==> src/rtl/gactx_tile_drain_if.sv <==
// rtl/gactx_tile_drain_if.sv - result header and traceback direction streams of the tile drain
//
// Purpose: bundles the two ready/valid output streams of gactx_tile_drain.
// Signals:
//   hdr_valid/hdr_ready/hdr_data[127:0]              result header stream
//   dir_valid/dir_ready/dir_data[DIR_WIDTH-1:0]/dir_last  direction stream
// Modports: master = drain side (drives valid/data/last), slave = consumer side.

interface gactx_tile_drain_if #(
    parameter int DIR_WIDTH = 128
);
    logic                 hdr_valid;
    logic                 hdr_ready;
    logic [127:0]         hdr_data;
    logic                 dir_valid;
    logic                 dir_ready;
    logic [DIR_WIDTH-1:0] dir_data;
    logic                 dir_last;

    modport master (
        output hdr_valid, hdr_data, dir_valid, dir_data, dir_last,
        input  hdr_ready, dir_ready
    );

    modport slave (
        input  hdr_valid, hdr_data, dir_valid, dir_data, dir_last,
        output hdr_ready, dir_ready
    );
endinterface

==> src/rtl/gactx_tile_drain.sv <==
// rtl/gactx_tile_drain.sv - drains one alignment tile: result header then traceback direction words
//
// Purpose: after a tile is launched, waits for the array to finish, emits a
// 128-bit header, then reads arr_dir_count direction words from the BRAM and
// streams them out, one read in flight at a time.
// Ports:
//   clk, rst                 clock, synchronous active-high reset
//   start, abort             arm a drain / discard the current tile
//   arr_done, arr_*          array completion pulse and the results it qualifies
//   dir_rd_addr, dir_rd_data direction BRAM read port (RD_LAT cycles addr to data)
//   strm                     header and direction streams (master modport)
//   busy, tile_cnt           not-idle flag, count of completed drains

module gactx_tile_drain #(
    parameter int PE_WIDTH          = 25,
    parameter int LOG_MAX_TILE_SIZE = 13,
    parameter int DIR_WIDTH         = 128,
    parameter int DIR_ADDR_WIDTH    = 8,
    parameter int RD_LAT            = 1
) (
    input  logic                         clk,
    input  logic                         rst,
    input  logic                         start,
    input  logic                         abort,
    input  logic                         arr_done,
    input  logic signed [PE_WIDTH-1:0]   arr_score,
    input  logic [LOG_MAX_TILE_SIZE-1:0] arr_ref_max_pos,
    input  logic [LOG_MAX_TILE_SIZE-1:0] arr_query_max_pos,
    input  logic [DIR_ADDR_WIDTH:0]      arr_dir_count,
    output logic [DIR_ADDR_WIDTH-1:0]    dir_rd_addr,
    input  logic [DIR_WIDTH-1:0]         dir_rd_data,
    gactx_tile_drain_if.master           strm,
    output logic                         busy,
    output logic [31:0]                  tile_cnt
);

    localparam int AW = DIR_ADDR_WIDTH;
    localparam logic [AW:0] FULL_COUNT = {1'b1, {AW{1'b0}}};
    localparam logic [1:0]  LAT_INIT   = 2'(RD_LAT - 1);

    typedef enum logic [2:0] {
        S_IDLE, S_WAIT_DONE, S_HDR, S_RD_ISSUE, S_RD_WAIT, S_DIR_OUT
    } state_t;

    state_t               state_q, state_d;
    logic [AW:0]          cnt_q;
    logic [1:0]           lat_q;
    logic [127:0]         hdr_data_q;
    logic [DIR_WIDTH-1:0] dir_data_q;
    logic [AW-1:0]        addr_q;
    logic [31:0]          tile_cnt_q;

    logic        hdr_valid, dir_valid, dir_last;
    logic        hdr_fire, dir_fire, is_last, capture;
    logic [AW:0] cnt_in;

    // A transfer that coincides with abort is discarded.
    assign hdr_fire = (state_q == S_HDR) && strm.hdr_ready && !abort;
    assign dir_fire = (state_q == S_DIR_OUT) && strm.dir_ready && !abort;
    assign capture  = (state_q == S_WAIT_DONE) && arr_done && !abort;
    assign is_last  = ({1'b0, addr_q} == (cnt_q - 1'b1));
    assign cnt_in   = (arr_dir_count > FULL_COUNT) ? FULL_COUNT : arr_dir_count;

    // State register
    always_ff @(posedge clk) begin
        if (rst) state_q <= S_IDLE;
        else     state_q <= state_d;
    end

    // Next-state logic
    always_comb begin
        state_d = state_q;
        if (abort && (state_q != S_IDLE)) begin
            state_d = S_IDLE;
        end else begin
            case (state_q)
                S_IDLE:      if (start)    state_d = S_WAIT_DONE;
                S_WAIT_DONE: if (arr_done) state_d = S_HDR;
                S_HDR:       if (strm.hdr_ready)
                                 state_d = (cnt_q == '0) ? S_IDLE : S_RD_ISSUE;
                S_RD_ISSUE:  state_d = S_RD_WAIT;
                S_RD_WAIT:   if (lat_q == 2'd0) state_d = S_DIR_OUT;
                S_DIR_OUT:   if (strm.dir_ready)
                                 state_d = is_last ? S_IDLE : S_RD_ISSUE;
                default:     state_d = S_IDLE;
            endcase
        end
    end

    // Output logic
    always_comb begin
        hdr_valid = (state_q == S_HDR);
        dir_valid = (state_q == S_DIR_OUT);
        dir_last  = dir_valid && is_last;
        busy      = (state_q != S_IDLE);
    end

    // Datapath. The read address only moves on a header or direction
    // transfer, so it stays put from RD_ISSUE until the beat is accepted.
    always_ff @(posedge clk) begin
        if (rst) begin
            cnt_q      <= '0;
            lat_q      <= '0;
            hdr_data_q <= '0;
            dir_data_q <= '0;
            addr_q     <= '0;
            tile_cnt_q <= '0;
        end else begin
            if (capture) begin
                cnt_q      <= cnt_in;
                hdr_data_q <= {32'(cnt_in), 32'(arr_query_max_pos),
                               32'(arr_ref_max_pos), 32'(arr_score)};
            end
            if (hdr_fire)
                addr_q <= '0;
            else if (dir_fire && !is_last)
                addr_q <= addr_q + 1'b1;
            if (state_q == S_RD_ISSUE)
                lat_q <= LAT_INIT;
            else if ((state_q == S_RD_WAIT) && (lat_q != 2'd0))
                lat_q <= lat_q - 2'd1;
            if ((state_q == S_RD_WAIT) && (lat_q == 2'd0) && !abort)
                dir_data_q <= dir_rd_data;
            if ((hdr_fire && (cnt_q == '0)) || (dir_fire && is_last))
                tile_cnt_q <= tile_cnt_q + 32'd1;
        end
    end

    assign dir_rd_addr    = addr_q;
    assign tile_cnt       = tile_cnt_q;
    assign strm.hdr_valid = hdr_valid;
    assign strm.hdr_data  = hdr_data_q;
    assign strm.dir_valid = dir_valid;
    assign strm.dir_data  = dir_data_q;
    assign strm.dir_last  = dir_last;

endmodule
==> src/flat_wrapper.sv <==
// flat-port wrapper written by rule: the top's interface ports become plain ports
module gactx_tile_drain_flat 
#(
    parameter int PE_WIDTH          = 25,
    parameter int LOG_MAX_TILE_SIZE = 13,
    parameter int DIR_WIDTH         = 128,
    parameter int DIR_ADDR_WIDTH    = 8,
    parameter int RD_LAT            = 1
)
  (clk, rst, start, abort, arr_done, arr_score, arr_ref_max_pos, arr_query_max_pos, arr_dir_count, dir_rd_addr, dir_rd_data, busy, tile_cnt, strm_hdr_valid, strm_hdr_data, strm_dir_valid, strm_dir_data, strm_dir_last, strm_hdr_ready, strm_dir_ready);
  gactx_tile_drain_if #(.DIR_WIDTH(DIR_WIDTH)) strm_i ();
  input  logic clk;
  input  logic rst;
  input  logic start;
  input  logic abort;
  input  logic arr_done;
  input  logic signed [PE_WIDTH-1:0] arr_score;
  input  logic [LOG_MAX_TILE_SIZE-1:0] arr_ref_max_pos;
  input  logic [LOG_MAX_TILE_SIZE-1:0] arr_query_max_pos;
  input  logic [DIR_ADDR_WIDTH:0] arr_dir_count;
  output logic [DIR_ADDR_WIDTH-1:0] dir_rd_addr;
  input  logic [DIR_WIDTH-1:0] dir_rd_data;
  output logic busy;
  output logic [31:0] tile_cnt;
  output wire logic [$bits(strm_i.hdr_valid)-1:0] strm_hdr_valid;
  output wire logic [$bits(strm_i.hdr_data)-1:0] strm_hdr_data;
  output wire logic [$bits(strm_i.dir_valid)-1:0] strm_dir_valid;
  output wire logic [$bits(strm_i.dir_data)-1:0] strm_dir_data;
  output wire logic [$bits(strm_i.dir_last)-1:0] strm_dir_last;
  input wire logic [$bits(strm_i.hdr_ready)-1:0] strm_hdr_ready;
  input wire logic [$bits(strm_i.dir_ready)-1:0] strm_dir_ready;
  assign strm_hdr_valid = strm_i.hdr_valid;
  assign strm_hdr_data = strm_i.hdr_data;
  assign strm_dir_valid = strm_i.dir_valid;
  assign strm_dir_data = strm_i.dir_data;
  assign strm_dir_last = strm_i.dir_last;
  assign strm_i.hdr_ready = strm_hdr_ready;
  assign strm_i.dir_ready = strm_dir_ready;
  gactx_tile_drain #(.PE_WIDTH(PE_WIDTH), .LOG_MAX_TILE_SIZE(LOG_MAX_TILE_SIZE), .DIR_WIDTH(DIR_WIDTH), .DIR_ADDR_WIDTH(DIR_ADDR_WIDTH), .RD_LAT(RD_LAT)) u_core (.clk(clk), .rst(rst), .start(start), .abort(abort), .arr_done(arr_done), .arr_score(arr_score), .arr_ref_max_pos(arr_ref_max_pos), .arr_query_max_pos(arr_query_max_pos), .arr_dir_count(arr_dir_count), .dir_rd_addr(dir_rd_addr), .dir_rd_data(dir_rd_data), .strm(strm_i), .busy(busy), .tile_cnt(tile_cnt));
endmodule
==> config.mk <==
export PLATFORM = sky130hd
export DESIGN_NAME = gactx_tile_drain_flat
export DESIGN_NICKNAME = d
export VERILOG_FILES = /design/src/rtl/gactx_tile_drain_if.sv /design/src/rtl/gactx_tile_drain.sv /design/src/flat_wrapper.sv
export SDC_FILE = /design/constraint.sdc
export NUM_CORES = 1
export LEC_CHECK = 0
export ABC_AREA = 1
export BUFFER_PORTS_ARGS = -buffer_cell sky130_fd_sc_hd__buf_4
export CAP_MARGIN = 30
export CORE_AREA = 8 8 184 186
export DETAILED_ROUTE_END_ITERATION = 7
export DIE_AREA = 0 0 192 194
export GPL_TIMING_DRIVEN = 0
export MAX_ROUTING_LAYER = met4
export SLEW_MARGIN = 20
export SYNTH_ARGS = -nofsm -noshare
export SYNTH_HDL_FRONTEND = slang
export SYNTH_SLANG_ARGS = --single-unit
==> constraint.sdc <==
create_clock -name clk -period 3.3 [get_ports clk]
set_input_delay 0.165 -clock clk [delete_from_list [all_inputs] [get_ports clk]]
set_output_delay 0.165 -clock clk [all_outputs]
set_load 0.01 [all_outputs]
; ---- After elaboration in Yosys (flattened, before gate mapping)
; Index checks and enable logic that the tools add are counted.
[word_totals]
reg_bits = 249
output_inout_bits = 300
wordCells = 58
[op_classes]
add_sub_neg = 4
magnitude_cmp = 1
n_eq_ne = 11
muxes = 9
n_reduce_logical = 26
[ops]
columns = cell, count
row1 = "adder 32 x 1 -> 32 bit, second input constant", 1
row2 = case mux 3 bit (6 select lines), 1
row3 = two-way mux 3 bit, 5
row4 = logical AND 1 bit, 14
row5 = equality test 8 x 9 -> 1 bit, 1
row6 = "greater-than comparator 9 bit, second input constant", 1
row7 = zero test 9 bit, 1
row8 = two-way mux 9 bit, 1
row9 = "subtractor 9 x 1 -> 9 bit, second input constant", 1
row10 = "adder 8 x 1 -> 8 bit, second input constant", 1
row11 = "equality test 3 x 2 -> 1 bit, second input constant", 2
row12 = "equality test 3 bit, second input constant", 2
row13 = "!= test 2 x 1 -> 1 bit, second input constant", 3
row14 = OR reduction 2 bit, 3
row15 = AND reduction 5 bit, 1
row16 = two-way mux 2 bit, 2
row17 = "!= test 2 bit, second input constant", 2
row18 = "equality test 3 x 1 -> 1 bit, second input constant", 1
row19 = zero test 3 bit, 1
row20 = nonzero test 3 bit, 1
row21 = zero test 1 bit, 2
row22 = zero test 2 bit, 1
row23 = nonzero test 2 bit, 1
row24 = "subtractor 2 x 1 -> 2 bit, second input constant", 1
row25 = logical OR 1 bit, 1

; ---- Longest topological paths before layout
[depth]
depth_word = 5
mapped_depth = 15
depth_no_buf = 15

; ---- Least setup slack after synthesis
; No wires, ideal clock.
[synth_timing]
path_kind = reg2reg
start = register u_core.cnt_q[0]
end = register u_core.tile_cnt_q[22], in the netlist u_core.tile_cnt[22]
setup_ns = 0.071
t_arrival_ns = 2.012
required_ns = 3.229
path_slack_ns = 1.217
path_stages_with_launch = 14
period_less_slack_ns = 2.083
path_cell_list = dfxtp_1 > inv_1 > ha_1 > inv_1 > nand2_1 > nand3_1 > nand2_1 > inv_1 > nor3_2 > nand4_4 > nand2_4 > buf_12 > nand2_2 > a21oi_2
[synth_between]
elab_chain_len = 4
elab_cells_between_ends = 6
[synth_rtl]
columns = item, line_no
row1 = start: declaration, gactx_tile_drain.sv:46  ; logic [AW:0] cnt_q;
row2 = start signal: assignment, gactx_tile_drain.sv:110  ; cnt_q <= cnt_in;
row3 = subtractor 9 x 1 -> 9 bit, gactx_tile_drain.sv:61  ; assign is_last = ({1'b0, addr_q} == (cnt_q - 1'b1));
row4 = equality test 8 x 9 -> 1 bit, gactx_tile_drain.sv:61
row5 = logical AND 1 bit, gactx_tile_drain.sv:124  ; if ((hdr_fire && (cnt_q == '0)) || (dir_fire && is_last))
row6 = logical OR 1 bit (*), gactx_tile_drain.sv:124
row7 = end signal: assignment, gactx_tile_drain.sv:125  ; tile_cnt_q <= tile_cnt_q + 32'd1;
row8 = end: declaration, gactx_tile_drain.sv:51  ; logic [31:0] tile_cnt_q;
; Every way passes the cells marked *; elsewhere a longest branch is shown, timed or not.
; A chain may end at the register's enable or synchronous reset.

; ---- Worst setup path in the final report
[layout_timing]
start = register u_core.state_q[0]
end = register u_core.cnt_q[3]
[layout_between]
elab_chain_len = 3
[layout_rtl]
columns = item, line_no
row1 = start: declaration, gactx_tile_drain.sv:45  ; state_t state_q, state_d;
row2 = start signal: assignment, gactx_tile_drain.sv:67  ; else state_q <= state_d;
row3 = equality test 3 x 1 -> 1 bit, gactx_tile_drain.sv:60  ; assign capture = (state_q == S_WAIT_DONE) && arr_done && !abort;
row4 = logical AND 1 bit (2 in a row), gactx_tile_drain.sv:60
; Every way passes these cells.

==> flow_summary_export.csv <==
group,metric,value,unit
power_and_ir_drop,combPwrFrac,18.6,%
worst_setup_path,end_kind,"flop",
cts,numClockSinks,233,
worst_setup_path,worstReg2RegStart,"u_core.state_q[0]",
drt,post_drt_via_cell_ratio,4.62,
placed_design,place_congestion,0.949,
hold_path,worstHoldPathType,"in -> reg",
worst_setup_path,r2r_cells,9,
global_route,busiest_layer,"met2",
synthesis,synth_common_cells,"417 x nor2_1, 233 x dfxtp_1, 189 x o21ai_0",
global_route,grt_max_degree,15,
drt,wl_per_cell,17.2,um
timing,fmaxAchievable,356,MHz
global_route,gr-usage-all-layers,22.8,%
synthesis,synthArstFlopShare,0,%
drt,drt-pass1-iter-count,5,
layout,drive_gt1_share,29.1,%
power_and_ir_drop,power_frac_clock,42.2,%
floorplan,ioPinCount,495,
power_and_ir_drop,p_sw_share,26.9,%
drt,totalWireLength,43800,um
worst_setup_path,crit_buf_inv,4,
timing,finalHoldViolCount,0,
layout,syn2layout_area_growth,67.1,%
synthesis,syn_inst,1405,
timing,final.setup_skew,16.3,ps
timing,period_minus_slack,2810,ps
floorplan,initial_core_util,33.1,%
global_route,grt_use_met1,24.8,%
drt,drc,0,
worst_setup_path,path_delay_family,"simple AND/OR/NAND/NOR gates",
timing,tightest_slew,846,ps
drt,ant_nets,0,
timing,holdWs,31.3,ps
synthesis,synth_flop_cell,"dfxtp_1",
synthesis,synth_edf_count,0,
worst_setup_path,timing.rr.end,"u_core.cnt_q[3]",
cts,cts_root_buf,"clkbuf_16",
synthesis,avgSynthCellArea,7.32,sq um
power_and_ir_drop,intPower,5.63,mW
timing,fin_setup_tns,0,ps
cts,cts_tree,"built",
cts,path_clk_slew,60,ps
synthesis,ys_types,36,
drt,via_count,11800,
power_and_ir_drop,power.switching,2.07,mW
global_route,grt_pass1_wl,66100,um
worst_setup_path,cp.arrival,3280,ps
timing,period_share,85.0,%
synthesis,synth.most_common_cell,"nor2_1",
cts,cts_buffers,27,
floorplan,die_h,194,um
synthesis,ys_warn_count,0,
cts,clk_latency,550,ps
worst_setup_path,crit_type,"reg -> reg",
synthesis,netlist.area_leader.share,45.3,%
synthesis,netlist_area,10300,sq um
worst_setup_path,cp_cell_sequence,"inv_1 -> nor3_1 -> inv_1 -> nor3_2 -> inv_2 -> nor2_1 -> a22oi_1 -> dlygate4sd3_1 -> nor2_1",
cts,cts.path.max_buffers,3,
timing,final_max_slew_viol_count,0,
global_route,globalRouteOverflowTotal,0,
placed_design,dpl.hpwl,33100,um
cts,htreeDepth,1,
worst_setup_path,max_stage_delay,650,ps
power_and_ir_drop,power_frac_seq,39.2,%
global_route,first_global_vias,11900,
drt,drt_iter0_drc,502,
worst_setup_path,start_kind,"flop",
floorplan,coreArea,31100,sq um
hold_path,hold_start,"start",
worst_setup_path,crit_path_start,"u_core.state_q[0]",
global_route,grtUsageMet2,38.4,%
global_route,grt_util_met3,6.35,%
worst_setup_path,worstPathMaxFanout,10,
timing,grt_setup_unrepaired,"false",
layout,fin_nets,2318,
floorplan,die_width,192,um
job,drv_cap,0,
placed_design,portBuffers,432,
worst_setup_path,cp_slowest_cell,"nor3_2",
timing,setup_violations,0,
worst_setup_path,r2r_slack,490,ps
floorplan,rows,65,
global_route,antenna_found_initial,9,
synthesis,yosysSeqAreaShare,45.3,%
power_and_ir_drop,peakVddDrop,428,uV
synthesis,yosys.area.top_type,"dfxtp_1",
power_and_ir_drop,leakagePower,8.28,nW
power_and_ir_drop,p_per_area,448,nW/um^2
hold_path,min_to,"u_core.state_q[0]",
floorplan,dieArea,37200,sq um
worst_setup_path,required,3780,ps
run_status,outcome,"complete, no violations",
synthesis,yosys-top-cells-area,"dfxtp_1 45%, nor2_1 15%, o21ai_0 9.2%",
cts,post-cts-setup-buffers,0,
synthesis,ys_seq_elements,233,
hold_path,min_path_cells,4,
timing,slew_headroom,43.3,%
==> layer usage <==
layer  up-vias  routed length, um
met3       117               3450
met4         0               2240
met5         -                  0
met2       445              21300
li1       5832                  -
met1      5396              16800
==> cells in the final DEF (no fill, tap or decap), types with 27 or more instances in the layout <==
master,count
buf_4,501
inv_1,59
o21ai_0,189
nand2_1,127
clkbuf_16,27
a21oi_1,27
clkbuf_1,65
nand3_1,58
dfxtp_1,233
nor2_1,417
dlygate4sd3_1,193
conb_1,61
==> sequential cells by signal, indices dropped and copies added, names as in the netlist <==
| name | flops |
|---|---|
| u_core.strm.hdr_data | 51 |
| u_core.dir_rd_addr | 8 |
| u_core.cnt_q | 9 |
| u_core.state_q | 3 |
| u_core.tile_cnt | 32 |
| u_core.strm.dir_data | 128 |
| u_core.lat_q | 2 |
==> timing repair <==
item,CTS,global route
resized for setup,0,0
hold buffers,193,0
endpoints found under the setup margin,0,0
hold endpoints to repair,191,0
==> through the flow <==
step / worst slack (ps) / power, mW / util, % / cell area, sq um / cells
floorplan: 1220 / 3.73 / - / 10500 / 1465
global placement: 884 / 4.28 / 45.9 / 14300 / 2299
detailed placement: 804 / 4.30 / 45.9 / 14300 / 2299
CTS: 479 / 7.77 / 55.3 / 17200 / 2542
global route: 257 / 8.03 / 55.4 / 17200 / 2551
finish: 495 / 7.70 / 55.4 / 17200 / 2551
==> worst register-to-register path, stage by stage, from the launching register on <==
cell	delay [ps]
dfxtp_1	400
inv_1	80
nor3_1	210
inv_1	110
nor3_2	650
inv_2	290
nor2_1	270
a22oi_1	90
dlygate4sd3_1	570
nor2_1	80
==> layout make-up <==
| cell class | count | area (sq um) |
|---|---|---|
| Inverter | 65 | 244 |
| Timing Repair Buffer | 625 | 5170 |
| Clock inverter | 9 | 141 |
| Tap cell | 402 | 503 |
| Buffer | 141 | 828 |
| Antenna cell | 9 | 22.5 |
| Fill cell | 2889 | 13900 |
| Multi-Input combinational cell | 1026 | 4780 |
| Sequential cell | 233 | 4660 |
| Clock buffer | 41 | 838 |
==> cell families (layout without fill, tap and decap cells) <==
| family | count (synthesis) | after routing | share of synthesized area [%] |
|---|---|---|---|
| simple gates | 680 | 680 | 27.8 |
| compound gates | 244 | 244 | 12.8 |
| flops | 233 | 233 | 45.3 |
| buf+inv | 206 | 881 | 10.4 |
| xor+xnor | 37 | 37 | 3.15 |
| fa+ha+maj | 4 | 4 | 0.486 |
| other cells | 1 | 70 | 0.0364 |
==> how the worst max path moves through the flow <==
stage                          end  slack [ps]  cells past startpoint
4_1_cts            u_core.cnt_q[3]         480                      9
5_1_grt            u_core.cnt_q[3]         260                      9
2_1_floorplan  u_core.tile_cnt[22]        1220                     13
6_report           u_core.cnt_q[3]         490                      9
3_5_place_dp   u_core.tile_cnt[26]         800                     13
3_3_place_gp   u_core.tile_cnt[15]         880                     13
==> power groups by stage <==
| stage | clock network (mW) | logic, mW | registers, mW |
|---|---|---|---|
| floorplan | 0 | 0.607 | 3.12 |
| global placement | 0 | 1.21 | 3.08 |
| detailed placement | 0 | 1.22 | 3.08 |
| CTS | 3.33 | 1.42 | 3.02 |
| global route | 3.44 | 1.56 | 3.04 |
| finish | 3.25 | 1.43 | 3.02 |
No activity file was read; power rests on OpenSTA's default activity.
